### config.mk
export PLATFORM = sky130hd
export DESIGN_NAME = fetch_stage
export DESIGN_NICKNAME = d
export VERILOG_FILES = /design/src/rtl/fetch_stage.sv
export SDC_FILE = /design/constraint.sdc
export NUM_CORES = 1
export LEC_CHECK = 0
export ABC_AREA = 0
export ABC_CLOCK_PERIOD_IN_PS = 2600
export BUFFER_PORTS_ARGS = -buffer_cell sky130_fd_sc_hd__buf_2
export CORE_ASPECT_RATIO = 0.5
export CORE_MARGIN = 2
export CORE_UTILIZATION = 49
export DETAILED_ROUTE_END_ITERATION = 10
export PLACE_DENSITY = 0.81
export SLEW_MARGIN = 10
export SYNTH_ARGS = -nofsm -noshare
export SYNTH_HDL_FRONTEND = slang
export SYNTH_SLANG_ARGS = --single-unit
### constraint.sdc
create_clock -name clk -period 2.6 [get_ports clk]
set_clock_uncertainty 0.2 [all_clocks]
set_input_delay 0.52 -clock clk [delete_from_list [all_inputs] [get_ports clk]]
set_output_delay 0.52 -clock clk [all_outputs]
set_load 0.01 [all_outputs]
### src/rtl/fetch_stage.sv
// Instruction-fetch stage: owns the PC, drives the instruction-memory address and
// registers the returned word into the IF/ID pipeline register.
module fetch_stage #(
  parameter logic [31:0] RESET_PC  = 32'h0000_0000,
  parameter logic [31:0] NOP_INSTR = 32'h0000_0000,
  parameter int          CNT_W     = 16
) (
  input  logic             clk,
  input  logic             rst_n,
  input  logic [31:0]      instruction,
  input  logic             stall,
  input  logic             flush,
  input  logic             branch_taken,
  input  logic [31:0]      branch_target,
  input  logic             jump,
  input  logic [25:0]      jump_index,
  output logic [31:0]      read_address,
  output logic [31:0]      pc,
  output logic [31:0]      if_id_instr,
  output logic [31:0]      if_id_pc_plus4,
  output logic             if_id_valid,
  output logic             misaligned,
  output logic [CNT_W-1:0] fetch_count,
  output logic [1:0]       fsm_state
);

  typedef enum logic [1:0] {
    BOOT = 2'd0,
    RUN  = 2'd1,
    HALT = 2'd2
  } state_t;

  state_t      state;
  logic [31:0] pc_plus4;

  assign pc_plus4     = pc + 32'd4;
  assign read_address = pc;
  assign fsm_state    = state;

  // Redirects (jump, branch) outrank stall and flush; a bubble keeps if_id_pc_plus4.
  always_ff @(posedge clk or negedge rst_n) begin
    if (!rst_n) begin
      state          <= BOOT;
      pc             <= RESET_PC;
      if_id_instr    <= NOP_INSTR;
      if_id_pc_plus4 <= 32'd0;
      if_id_valid    <= 1'b0;
      misaligned     <= 1'b0;
      fetch_count    <= '0;
    end else begin
      case (state)
        BOOT: begin
          state <= RUN;
        end
        RUN: begin
          if (jump) begin
            pc          <= {pc_plus4[31:28], jump_index, 2'b00};
            if_id_instr <= NOP_INSTR;
            if_id_valid <= 1'b0;
          end else if (branch_taken) begin
            if_id_instr <= NOP_INSTR;
            if_id_valid <= 1'b0;
            if (branch_target[1:0] == 2'b00) begin
              pc <= branch_target;
            end else begin
              misaligned <= 1'b1;
              state      <= HALT;
            end
          end else if (stall) begin
            if (flush) begin
              if_id_instr <= NOP_INSTR;
              if_id_valid <= 1'b0;
            end
          end else if (flush) begin
            pc          <= pc_plus4;
            if_id_instr <= NOP_INSTR;
            if_id_valid <= 1'b0;
          end else begin
            pc             <= pc_plus4;
            if_id_instr    <= instruction;
            if_id_pc_plus4 <= pc_plus4;
            if_id_valid    <= 1'b1;
            fetch_count    <= fetch_count + 1'b1;
          end
        end
        HALT: begin
          if_id_instr <= NOP_INSTR;
          if_id_valid <= 1'b0;
        end
        default: begin
          state <= HALT;
        end
      endcase
    end
  end

endmodule

After elaboration in Yosys (flattened, before gate mapping):

Cells that the tools add are included.
Widths: inputs -> output; s select.

* register bits: 116
* input port bits: 96
* output and inout port bits: 148
* logic and storage cells: 51

* add/subtract/negate cells: 2
* equal/unequal tests: 8
* mux-type cells: 20
* bitwise operators: 6
* reduce and logical (&&, ||, !) cells: 8

Operator list (number)
* $mux 32: 9
* $pmux 32 s2: 1
* $add 32x3->32 const B: 1
* $add 16x1->16 const B: 1
* $reduce_and 4->1: 2
* $mux 2: 3
* $ne 2x2->1 const B: 3
* $ne 3x1->1 const B: 2
* $not 1->1: 6
* $pmux 2 s3: 1
* $mux 1: 5
* $ne 5x5->1 const B: 1
* $reduce_and 5->1: 1
* $logic_not 2->1: 2
* $reduce_and 3->1: 1
* $eq 2x1->1 const B: 1
* $eq 2x2->1 const B: 1
* $pmux 1 s2: 1
* $reduce_and 2->1: 1
* $reduce_bool 2->1: 1

Longest topological paths before layout:

Gate-level depths: netlist of the first run.

* depth after elaboration: 5
* mapped depth: 8
* mapped depth without buffers: 6

Worst setup path after synthesis of the first run:

OpenSTA, ideal clock, no wires.

* path kind: input-to-reg
* from: input port branch_taken
* to: register if_id_pc_plus4[7]
* setup time: 0.133 ns
* data arrival time: 1.881 ns
* required time: 2.267 ns
* setup slack: 0.386 ns
* stages on the path: 7
* buffers on the path: 3
* cell sequence: clkbuf_1 -> or2_2 -> or4_1 -> clkbuf_1 -> clkbuf_1 -> nand2_1 -> o21ai_0

* word-level cells in the longest chain between the ends: 2

Ends and longest elaborated chain
* start, declared: RTL line 13 `input logic branch_taken,`
* $not 1->1 (no line)
* $reduce_and 5->1 (no line)
* end signal, assigned: RTL line 81 `if_id_pc_plus4 <= pc_plus4;`
* end, declared: RTL line 20 `output logic [31:0] if_id_pc_plus4,`

No other way between the ends.
A chain may end at the register's enable or synchronous reset.

Worst setup path in the final report of the first run:

* from: register pc[3]
* to: register pc[30]

* word-level cells in the longest chain between the ends: 4

Ends and longest elaborated chain
* start, declared: RTL line 18 `output logic [31:0] pc,`
* start signal, assigned: RTL line 57 `pc <= {pc_plus4[31:28], jump_index, 2'b00};`
* start signal, assigned: RTL line 64 `pc <= branch_target;`
* start signal, assigned: RTL line 75 `pc <= pc_plus4;`
* $add 32x3->32 (*): RTL line 36 `assign pc_plus4 = pc + 32'd4;`
* $mux 32: RTL line 69 `end else if (stall) begin`
* $mux 32: RTL line 60 `end else if (branch_taken) begin`
* $mux 32 (*): RTL line 56 `if (jump) begin`

Mark *: on every way between the ends. The rest lies on a longest branch, timed or not. The select of a mux whose other input is x is not followed.

==> results of run 1 <==
## path summary, 6_finish.rpt
| check | from | to | slack, ns | depth (start not counted) |
|---|---|---|---|---|
| setup / recovery | pc[3] | pc[30] | 0.14 | 6 |
| hold / removal | instruction[24] | if_id_instr[24] | 0.12 | 2 |
| setup reg to reg | pc[3] | pc[30] | 0.14 | 6 |
| hold reg to reg | misaligned | misaligned | 0.25 | 1 |
| max in group asynchronous | rst_n | fetch_count[12] | 1.06 | 3 |
| min in group asynchronous | rst_n | pc[10] | 0.50 | 2 |
## where the power goes
group,total (mW),switching (mW),internal (mW)
Clock,2.34,0.905,1.43
Sequential,2.54,0.432,2.11
Combinational,1.75,0.983,0.769
Total,6.63,2.32,4.31
## registers in the layout, summed over array words and instances, names as in the netlist
signal / flops
if_id_valid: 1
pc: 32
if_id_pc_plus4: 32
fsm_state: 2
misaligned: 1
if_id_instr: 32
fetch_count: 16
## cell usage after synthesis, types with 2 or more instances
| library cell | n | area share [%] |
|---|---|---|
| sky130_fd_sc_hd__nor4_4 | 2 | 0.72 |
| sky130_fd_sc_hd__o31ai_1 | 2 | 0.26 |
| sky130_fd_sc_hd__xor2_1 | 11 | 1.6 |
| sky130_fd_sc_hd__and2_1 | 3 | 0.32 |
| sky130_fd_sc_hd__a21oi_1 | 26 | 2.2 |
| sky130_fd_sc_hd__nand2_1 | 72 | 4.6 |
| sky130_fd_sc_hd__ha_1 | 2 | 0.43 |
| sky130_fd_sc_hd__nor2_1 | 35 | 2.2 |
| sky130_fd_sc_hd__dfrtp_1 | 116 | 49 |
| sky130_fd_sc_hd__o21ai_1 | 6 | 0.51 |
| sky130_fd_sc_hd__nand2b_1 | 2 | 0.21 |
| sky130_fd_sc_hd__xnor2_1 | 32 | 4.8 |
| sky130_fd_sc_hd__nor4_1 | 3 | 0.32 |
| sky130_fd_sc_hd__or3_1 | 2 | 0.21 |
| sky130_fd_sc_hd__a22o_1 | 33 | 4.9 |
| sky130_fd_sc_hd__a22oi_1 | 11 | 1.4 |
| sky130_fd_sc_hd__clkbuf_1 | 22 | 1.4 |
| sky130_fd_sc_hd__buf_4 | 35 | 4.5 |
| sky130_fd_sc_hd__nor3_1 | 8 | 0.68 |
| sky130_fd_sc_hd__o22ai_1 | 12 | 1.3 |
| sky130_fd_sc_hd__nor2b_1 | 5 | 0.53 |
| sky130_fd_sc_hd__mux2i_1 | 5 | 0.85 |
| sky130_fd_sc_hd__a222oi_1 | 7 | 1.2 |
| sky130_fd_sc_hd__nand3_1 | 19 | 1.6 |
| sky130_fd_sc_hd__nand4_1 | 14 | 1.5 |
| sky130_fd_sc_hd__a21o_1 | 3 | 0.38 |
| sky130_fd_sc_hd__buf_2 | 7 | 0.60 |
| sky130_fd_sc_hd__and3_1 | 9 | 0.96 |
| sky130_fd_sc_hd__inv_1 | 16 | 1.0 |
| sky130_fd_sc_hd__o21a_1 | 3 | 0.38 |
| sky130_fd_sc_hd__o31a_1 | 4 | 0.60 |
| sky130_fd_sc_hd__o2bb2ai_1 | 6 | 0.90 |
| sky130_fd_sc_hd__o21ai_0 | 35 | 3.0 |
| sky130_fd_sc_hd__buf_1 | 5 | 0.32 |
| sky130_fd_sc_hd__a31oi_1 | 5 | 0.53 |
| sky130_fd_sc_hd__a2bb2oi_1 | 2 | 0.30 |
## critical path, delay by kind of cell, from the launching register on
family,cells,cell delay [ns]
adders and majority gates,1,0.26
DFF,1,0.44
muxes,1,0.23
and+or+nand+nor,4,1.21
## repair_timing
action,4_1_cts,5_1_grt
hold buffers,1,0
resized for setup,0,2
hold endpoints to repair,46,0
setup endpoints to repair,0,1
## kinds of logic after synthesis
group / Yosys count / share of synthesized area [%]
and+or+nand+nor: 185 / 15.94
AOI/OAI and AO/OA: 162 / 18.90
DFF: 116 / 49.45
buffers and inverters: 85 / 7.822
xor gates and xnor gates: 43 / 6.415
muxes: 6 / 1.044
adders and majority gates: 2 / 0.4262
## layout by cell type, fill, tap and decap left out, drive strengths merged, types with 17 or more instances in the layout
cell	Yosys	final
nand3	20	20
clkbuf	22	17
o21ai	42	42
dfrtp	116	116
inv	16	22
buf	47	268
nand2	72	72
a22o	33	33
nor2	35	35
a21oi	27	27
xnor2	32	32
## area by class of cell
type / instances / area, sq um
inverter: 16 / 60.06
clock buffer: 17 / 425.4
multi-input combinational: 398 / 2527
clock inverter: 15 / 170.2
timing repair buffer: 269 / 1504
sequential: 116 / 2903
tap: 165 / 206.4
fill: 933 / 3940
## through the flow
stage	instance area, sq um	std cells
2_1_floorplan	5871	599
3_3_place_gp	7179	963
3_5_place_dp	7179	963
4_1_cts	7785	996
5_1_grt	7796	996
6_report	7796	996
## per-layer routing
metal	GRT usage, %	up-vias	routed length, microns
li1	-	2564	-
met1	34.94	2637	7320
met2	41.92	249	8011
met3	5.618	34	1108
met4	9.633	0	325
met5	0	-	0
==> flow_summary_export.csv, run 1 <==
group,metric,value,unit
detailed_routing,vias,5484,
grt,grt_pass1_wl,26.23,mm
grt,grt_start_max_net_pins,51,
synthesis,synth_cells,599,
detailed_routing,first_pass_iters,7,
sta,rsz0062_at_grt,"true",
detailed_routing,finalWirelength,16.77,mm
setup_path,critical-path-slowest-cell,"sky130_fd_sc_hd__or3_1",
cts,cts_htree_levels,4,
detailed_routing,drt_iter0_drc,403,
sta,setup_viol,0,
grt,global_route.overflow_total,0,
layout,area_growth_syn_to_layout,32.80,%
min_path,hold_path.class,"in -> reg",
detailed_routing,via_density,5.506,
setup_path,cp_max_fo,6,
cts,bufs_on_longest_clock_path,2,
grt,track_usage,25.91,%
cts,cts-buffers-inserted,17,
setup_path,critPathCaptureType,"flop",
flow_run,drv_cap,0,
die,die-area,12930,sq um
die,top_level_ports,244,
cts,postCtsSetupBuffers,0,
layout,layout.nets,916,
cts,path_clk_slew,0.06,ns
placement,dp_slack,0.2429,ns
synthesis,synth.ff_latch_count,116,
cts,clock_sinks,116,
grt,antenna_found_initial,0,
pwr,report.power.total,6.633,mW
layout,post_route_cells_drive_above_1_share,38.39,%
sta,fmaxAchievable,405.7,MHz
sta,finalHoldViolations,0,
synthesis,ys_dominant_reg_cell,"sky130_fd_sc_hd__dfrtp_1",
detailed_routing,detail_route.drc_violations,0,
synthesis,asyncSetResetFlopFracSynth,100.0,%
pwr,ir_worst_vdd,457.2,uV
layout,insertedDiodeCount,0,
cts,cts.root.buffer_cell,"sky130_fd_sc_hd__clkbuf_16",
die,core.rowCount,28,
synthesis,postSynthNetCount,697,
detailed_routing,detail-route-antenna-nets,0,
sta,post_route_fraction_of_the_period_consumed_by_the_critical_path,94.80,%
cts,tritoncts_clock_tree,"done",
placement,port-buffer-count,243,
sta,fin_tns_setup,0,ns
setup_path,worstSetupStartpointType,"flop",
synthesis,ys_warn_count,0,
sta,holdWs,0.1157,ns
layout,utilization_of_the_core_after_routing,66.43,%
synthesis,synth_enable_flop_cells,0,
placement,gp_congestion,0.8859,
sta,slew_headroom,53.60,%
placement,detailed_place_hpwl,11.91,mm
setup_path,worst_path_largest_cell_delay,0.50,ns
sta,timing_worst_slew_pin_value,0.6960,ns
sta,period_needed,2.465,ns
setup_path,worst-setup-path-type,"reg -> reg",
pwr,power_per_cell_area,850.8,nW/um^2
outcome,outcome,"finished, final reports clean",
die,dieHeight,81.40,microns
pwr,leakage,3.991,nW
setup_path,cp_data_required_time,2.69,ns
cts,insertion_delay,0.42,ns
setup_path,critPathArrivalTime,2.56,ns
sta,final.setup.worst_slack,0.1352,ns
sta,finalMaxSlewViolations,0,
synthesis,synth_seq_area_share,49.45,%
die,core_area,11740,sq um
synthesis,synth_cell_types,55,
grt,grt_pass1_vias,5056,
detailed_routing,routedWlPerCell,16.83,microns
synthesis,netlist_area,5871,sq um
die,initial_utilization,50.02,%
setup_path,ordered_list_of_cells_on_the_worst_path,"ha_1 -> nand4_1 -> or3_1 -> nor3_2 -> mux2i_1 -> nand3_1",
synthesis,synthesis.area_per_instance,9.801,sq um
die,floorplan.die.width,158.8,microns
Note: power is estimated with default switching activity, not from simulation.
==> inputs of run 2 (changes only) <==
--- a/config.mk
+++ b/config.mk
@@ -6,13 +6,13 @@
 export NUM_CORES = 1
 export LEC_CHECK = 0
 export ABC_AREA = 0
-export ABC_CLOCK_PERIOD_IN_PS = 2600
 export BUFFER_PORTS_ARGS = -buffer_cell sky130_fd_sc_hd__buf_2
 export CORE_ASPECT_RATIO = 0.5
 export CORE_MARGIN = 2
 export CORE_UTILIZATION = 49
 export DETAILED_ROUTE_END_ITERATION = 10
 export PLACE_DENSITY = 0.81
+export REMOVE_ABC_BUFFERS = 1
 export SLEW_MARGIN = 10
 export SYNTH_ARGS = -nofsm -noshare
 export SYNTH_HDL_FRONTEND = slang
==> flow_summary_export.csv, run 2 (same netlist as run 1, synthesis figures left out) <==
group,metric,value,unit
outcome,outcome,"finished, final reports clean",
sta,post_route_fraction_of_the_period_consumed_by_the_critical_path,93.65,%
pwr,power_per_cell_area,862.0,nW/um^2
cts,cts.root.buffer_cell,"sky130_fd_sc_hd__clkbuf_16",
cts,bufs_on_longest_clock_path,2,
die,core.rowCount,28,
grt,global_route.overflow_total,0,
die,top_level_ports,244,
setup_path,critical_path.reg2reg.endpoint,"pc[30]",
cts,tritoncts_clock_tree,"done",
setup_path,cp_data_required_time,2.70,ns
layout,post_route_cells_drive_above_1_share,38.42,%
grt,grt_pass1_wl,26.05,mm
placement,detailed_place_hpwl,11.81,mm
grt,antenna_found_initial,0,
min_path,hold_path.class,"in -> reg",
pwr,leakage,3.990,nW
layout,multi_input_comb_area,2521,sq um
die,initial_utilization,50.02,%
detailed_routing,drt_iter0_drc,479,
layout,final_cell_mix,"242 x sky130_fd_sc_hd__buf_2, 116 x sky130_fd_sc_hd__dfrtp_1, 72 x sky130_fd_sc_hd__nand2_1",
detailed_routing,vias,5504,
cts,insertion_delay,0.42,ns
layout,layout.nets,918,
placement,placed_cells_incl_taps,965,
detailed_routing,finalWirelength,16.77,mm
sta,setup_viol,0,
min_path,hold-path-endpoint,"if_id_instr[28]",
setup_path,setup.reg_to_reg.worst_slack,0.17,ns
die,core_area,11740,sq um
setup_path,timing.reg2reg.worst_path_depth,6,
detailed_routing,detail_route.drc_violations,0,
layout,utilization_of_the_core_after_routing,66.36,%
setup_path,critPathCaptureType,"flop",
layout,top_regs,"if_id_instr: 32 flops, if_id_pc_plus4: 32 flops, pc: 32 flops",
sta,rsz0062_at_grt,"false",
die,floorplan.die.width,158.8,microns
placement,gp_congestion,0.8401,
detailed_routing,first_pass_iters,5,
pwr,report.power.total,6.714,mW
sta,timing_worst_slew_pin_value,0.7868,ns
setup_path,worst-setup-path-type,"reg -> reg",
setup_path,critPathArrivalTime,2.54,ns
setup_path,cp_max_fo,6,
die,die-area,12930,sq um
sta,finalMaxSlewViolations,0,
grt,grt_start_max_net_pins,55,
detailed_routing,detail-route-antenna-nets,0,
sta,finalHoldViolations,0,
min_path,hold_depth,2,
grt,track_usage,25.69,%
layout,area_growth_syn_to_layout,32.67,%
setup_path,worstReg2RegStart,"pc[3]",
layout,layout.cells.most_common,"sky130_fd_sc_hd__buf_2",
cts,path_clk_slew,0.06,ns
layout,insertedDiodeCount,0,
detailed_routing,via_density,5.515,
die,dieHeight,81.40,microns
sta,fmaxAchievable,410.7,MHz
sta,holdWs,0.1165,ns
layout,layoutNonFillerInstCount,998,
placement,port-buffer-count,243,
pwr,ir_worst_vdd,449.1,uV
detailed_routing,routedWlPerCell,16.80,microns
sta,period_needed,2.435,ns
cts,cts_htree_levels,4,
cts,cts-buffers-inserted,17,
layout,nFillCells,934,
layout,seq_area,2903,sq um
min_path,worst_hold_startpoint,"instruction[28]",
sta,slew_headroom,46.19,%
flow_run,drv_cap,0,
grt,grt_pass1_vias,5188,
cts,postCtsSetupBuffers,0,
cts,clock_sinks,116,
setup_path,worstSetupStartpointType,"flop",
-- run 2: changes by cell type in the layout (fill, tap and decap cells not counted) --
cell	delta
sky130_fd_sc_hd__inv_6	-2
sky130_fd_sc_hd__nor4_2	-1
sky130_fd_sc_hd__clkbuf_8	+1
sky130_fd_sc_hd__bufinv_16	+1
sky130_fd_sc_hd__clkinvlp_4	+2
sky130_fd_sc_hd__nor4_1	+1
sky130_fd_sc_hd__buf_12	-3
sky130_fd_sc_hd__buf_4	+5
sky130_fd_sc_hd__inv_8	-1
sky130_fd_sc_hd__clkinv_4	-1
-- run 2: how the worst max path moves through the flow --
| stage | from | slack, ns | to |
|---|---|---|---|
| after floorplan | jump | -0.43 | fetch_count[11] |
| after global placement | branch_taken | 0.18 | pc[22] |
| after detailed placement | jump | 0.15 | fetch_count[11] |
| after CTS | pc[3] | 0.19 | pc[22] |
| after global routing | pc[3] | 0.07 | pc[16] |
| final | pc[3] | 0.17 | pc[30] |
-- run 2: per-layer routing --
metal | vias to the layer above | share of wire (%) | GRT usage [%]
met5 | - | 0 | 0
met4 | 0 | 2.3 | 11.47
met3 | 37 | 5.9 | 4.801
met2 | 225 | 50 | 44.89
met1 | 2683 | 42 | 31.96
li1 | 2559 | - | -
-- run 2: area by class of cell --
type / count / area share, %
Clock buffer: 18 / 5.639
Tap cell: 165 / 2.651
Clock inverter: 14 / 2.281
Sequential cell: 116 / 37.27
Inverter: 16 / 0.7711
Timing Repair Buffer: 271 / 19.02
Multi-Input combinational cell: 398 / 32.37
-- run 2: critical path, stage by stage (launching register included) --
cell                      delay (ns)
sky130_fd_sc_hd__dfrtp_1        0.44
sky130_fd_sc_hd__ha_1           0.25
sky130_fd_sc_hd__nand4_1        0.31
sky130_fd_sc_hd__or3_1          0.52
sky130_fd_sc_hd__nor3_2         0.30
sky130_fd_sc_hd__mux2i_1        0.23
sky130_fd_sc_hd__nand3_1        0.09
-- run 2: timing repair --
action / 4_1_cts / 5_1_grt
gates resized for setup: 0 / 1
setup endpoints to repair: 0 / 1
endpoints found under the hold margin: 37 / 0
hold buffers: 1 / 0
-- run 2: power by group --
| part | switching, mW | leakage, nW | internal, mW |
|---|---|---|---|
| sequential | 0.435 | 1.54 | 2.11 |
| clock | 0.897 | 0.290 | 1.54 |
| combinational | 0.967 | 2.16 | 0.761 |
| total | 2.30 | 3.99 | 4.41 |
-- run 2: through the flow --
step | setup WS (ns) | cell area (sq um) | setup TNS (ns)
final | 0.1651 | 7789 | 0
after global placement | 0.1775 | 7157 | 0
after global routing | 0.06673 | 7789 | 0
after floorplan | -0.4255 | 5472 | -8.935
after CTS | 0.1911 | 7784 | 0
after detailed placement | 0.1518 | 7157 | 0
==> inputs of run 3 (changes only) <==
--- a/config.mk
+++ b/config.mk
@@ -9,9 +9,9 @@
 export BUFFER_PORTS_ARGS = -buffer_cell sky130_fd_sc_hd__buf_2
 export CORE_ASPECT_RATIO = 0.5
 export CORE_MARGIN = 2
-export CORE_UTILIZATION = 49
+export CORE_UTILIZATION = 52
 export DETAILED_ROUTE_END_ITERATION = 10
-export PLACE_DENSITY = 0.81
+export PLACE_DENSITY = 0.86
 export REMOVE_ABC_BUFFERS = 1
 export SLEW_MARGIN = 10
 export SYNTH_ARGS = -nofsm -noshare
==> constraint.sdc (replaced) <==
create_clock -name clk -period 3 [get_ports clk]
set_clock_uncertainty 0.2 [all_clocks]
set_input_delay 0.6 -clock clk [delete_from_list [all_inputs] [get_ports clk]]
set_output_delay 0.6 -clock clk [all_outputs]
set_load 0.01 [all_outputs]
==> flow_summary_export.csv, run 3 (same netlist as run 1, synthesis figures left out) <==
group,metric,value,unit
outcome,outcome,"finished, final reports clean",
sta,finalMaxSlewViolations,0,
sta,rsz0062_at_grt,"false",
sta,finalHoldViolations,0,
die,top_level_ports,244,
grt,antenna_found_initial,0,
flow_run,drv_cap,0,
sta,period_needed,2.662,ns
placement,detailed_place_hpwl,11.97,mm
pwr,ir_worst_vdd,379.0,uV
setup_path,timing.critical_path.from,"pc[2]",
sta,timing_worst_slew_pin_value,0.6967,ns
detailed_routing,finalWirelength,17.50,mm
cts,cts-buffers-inserted,17,
die,core.rowCount,27,
die,core_area,11010,sq um
min_path,hold_path.class,"in -> reg",
sta,post_route_fraction_of_the_period_consumed_by_the_critical_path,88.72,%
placement,placed_cells_incl_taps,936,
detailed_routing,detail-route-antenna-nets,0,
placement,port-buffer-count,243,
setup_path,critical_path.n_buffers_inverters,0,
detailed_routing,detail_route.drc_violations,0,
detailed_routing,first_pass_iters,6,
cts,clock_sinks,116,
die,floorplan.die.width,154.3,microns
setup_path,ordered_list_of_cells_on_the_worst_path,"ha_1 -> nand4_1 -> nor3_1 -> nand3_1 -> o31a_1 -> o22ai_1",
die,initial_utilization,53.31,%
grt,global_route.overflow_total,0,
detailed_routing,via_density,5.786,
setup_path,timing.reg2reg.worst_path_depth,6,
grt,grt_pass1_vias,5195,
cts,bufs_on_longest_clock_path,2,
setup_path,setup.reg_to_reg.worst_slack,0.34,ns
setup_path,critical_path_depth,6,
setup_path,worstReg2RegStart,"pc[2]",
setup_path,critical_path.reg2reg.endpoint,"pc[26]",
cts,postCtsSetupBuffers,0,
cts,insertion_delay,0.41,ns
cts,cts_htree_levels,4,
sta,fin_tns_setup,0,ns
setup_path,worst-setup-path-type,"reg -> reg",
sta,fmaxAchievable,375.7,MHz
layout,layout.cells.most_common,"sky130_fd_sc_hd__buf_2",
sta,holdWs,0.2087,ns
cts,cts.root.buffer_cell,"sky130_fd_sc_hd__clkbuf_16",
setup_path,crit_path_end,"pc[26]",
cts,tritoncts_clock_tree,"done",
detailed_routing,drt_iter0_drc,568,
grt,track_usage,28.23,%
placement,gp_congestion,0.8438,
layout,top_regs,"if_id_instr: 32 flops, if_id_pc_plus4: 32 flops, pc: 32 flops",
die,dieHeight,79.13,microns
layout,post_route_cells_drive_above_1_share,37.18,%
layout,layout.nets,909,
layout,final_cell_mix,"242 x sky130_fd_sc_hd__buf_2, 116 x sky130_fd_sc_hd__dfrtp_1, 72 x sky130_fd_sc_hd__nand2_1",
layout,area_growth_syn_to_layout,30.05,%
layout,insertedDiodeCount,0,
grt,grt_start_max_net_pins,47,
setup_path,critPathArrivalTime,2.78,ns
pwr,leakage,3.924,nW
setup_path,critPathCaptureType,"flop",
setup_path,worst_path_largest_cell_delay,0.61,ns
layout,layoutNonFillerInstCount,968,
sta,slew_headroom,53.17,%
sta,setup_viol,0,
detailed_routing,routedWlPerCell,18.07,microns
cts,path_clk_slew,0.05,ns
detailed_routing,vias,5601,
setup_path,worstSetupStartpointType,"flop",
grt,grt_pass1_wl,27.01,mm
setup_path,cp_data_required_time,3.12,ns
setup_path,cp_max_fo,8,
die,die-area,12210,sq um
setup_path,critical-path-slowest-cell,"sky130_fd_sc_hd__nor3_1",
setup_path,crit_family,"simple AND/OR/NAND/NOR gates",
pwr,power_per_cell_area,755.1,nW/um^2
## run 3: cell count changes in the layout (fill, tap and decap cells not counted), moves of 3 or more
cell / delta
sky130_fd_sc_hd__buf_4: -6
sky130_fd_sc_hd__buf_12: -3
sky130_fd_sc_hd__clkinv_4: -3
sky130_fd_sc_hd__inv_6: -3
## run 3: metal layers
layer | part of all wire [%] | global-route usage (%) | vias up | wire, microns
met5 | 0 | 0 | - | 0
met4 | 2.5 | 11.57 | 0 | 439
met3 | 8.0 | 5.731 | 52 | 1397
met2 | 50 | 47.80 | 305 | 8772
met1 | 39 | 36.08 | 2706 | 6886
li1 | - | - | 2538 | -
## run 3: metrics by stage
stage                     power (mW)  worst slack [ns]  instance area, sq um  util (%)
final                          5.765            0.3384                  7635     69.33
after global routing           6.013            0.1823                  7635     69.33
after CTS                      5.772            0.4169                  7635     69.33
after detailed placement       3.683            0.3464                  7023     63.77
after global placement         3.626            0.4482                  7023     63.77
after floorplan                2.908           -0.1055                  5472         -
## run 3: worst min path at each step
stage	startpoint	endpoint	slack (ns)	cells after the start
2_1_floorplan	rst_n	fetch_count[0]	0.10	0
3_3_place_gp	misaligned	misaligned	0.24	1
3_5_place_dp	if_id_pc_plus4[1]	if_id_pc_plus4[1]	0.26	2
4_1_cts	instruction[22]	if_id_instr[22]	0.20	2
5_1_grt	instruction[22]	if_id_instr[22]	0.20	2
6_report	instruction[22]	if_id_instr[22]	0.21	2
## run 3: where the power goes
| part | internal, mW | switching [mW] | total [mW] |
|---|---|---|---|
| combinational | 0.631 | 0.831 | 1.46 |
| sequential | 1.83 | 0.406 | 2.24 |
| clock | 1.36 | 0.704 | 2.07 |
| total | 3.82 | 1.94 | 5.76 |
## run 3: area by class of cell
| cell class | instances | area, sq um |
|---|---|---|
| timing repair buffer | 262 | 1376 |
| multi-input combinational | 398 | 2512 |
| inverter | 16 | 60.06 |
| tap | 145 | 181.4 |
| clock inverter | 9 | 127.6 |
| clock buffer | 22 | 474.2 |
| fill | 822 | 3378 |
| sequential | 116 | 2903 |
## run 3: what timing repair did
item | 4_1_cts | 5_1_grt
hold endpoints to repair | 22 | 0
hold buffers | 1 | 0
gates resized for setup | 0 | 0
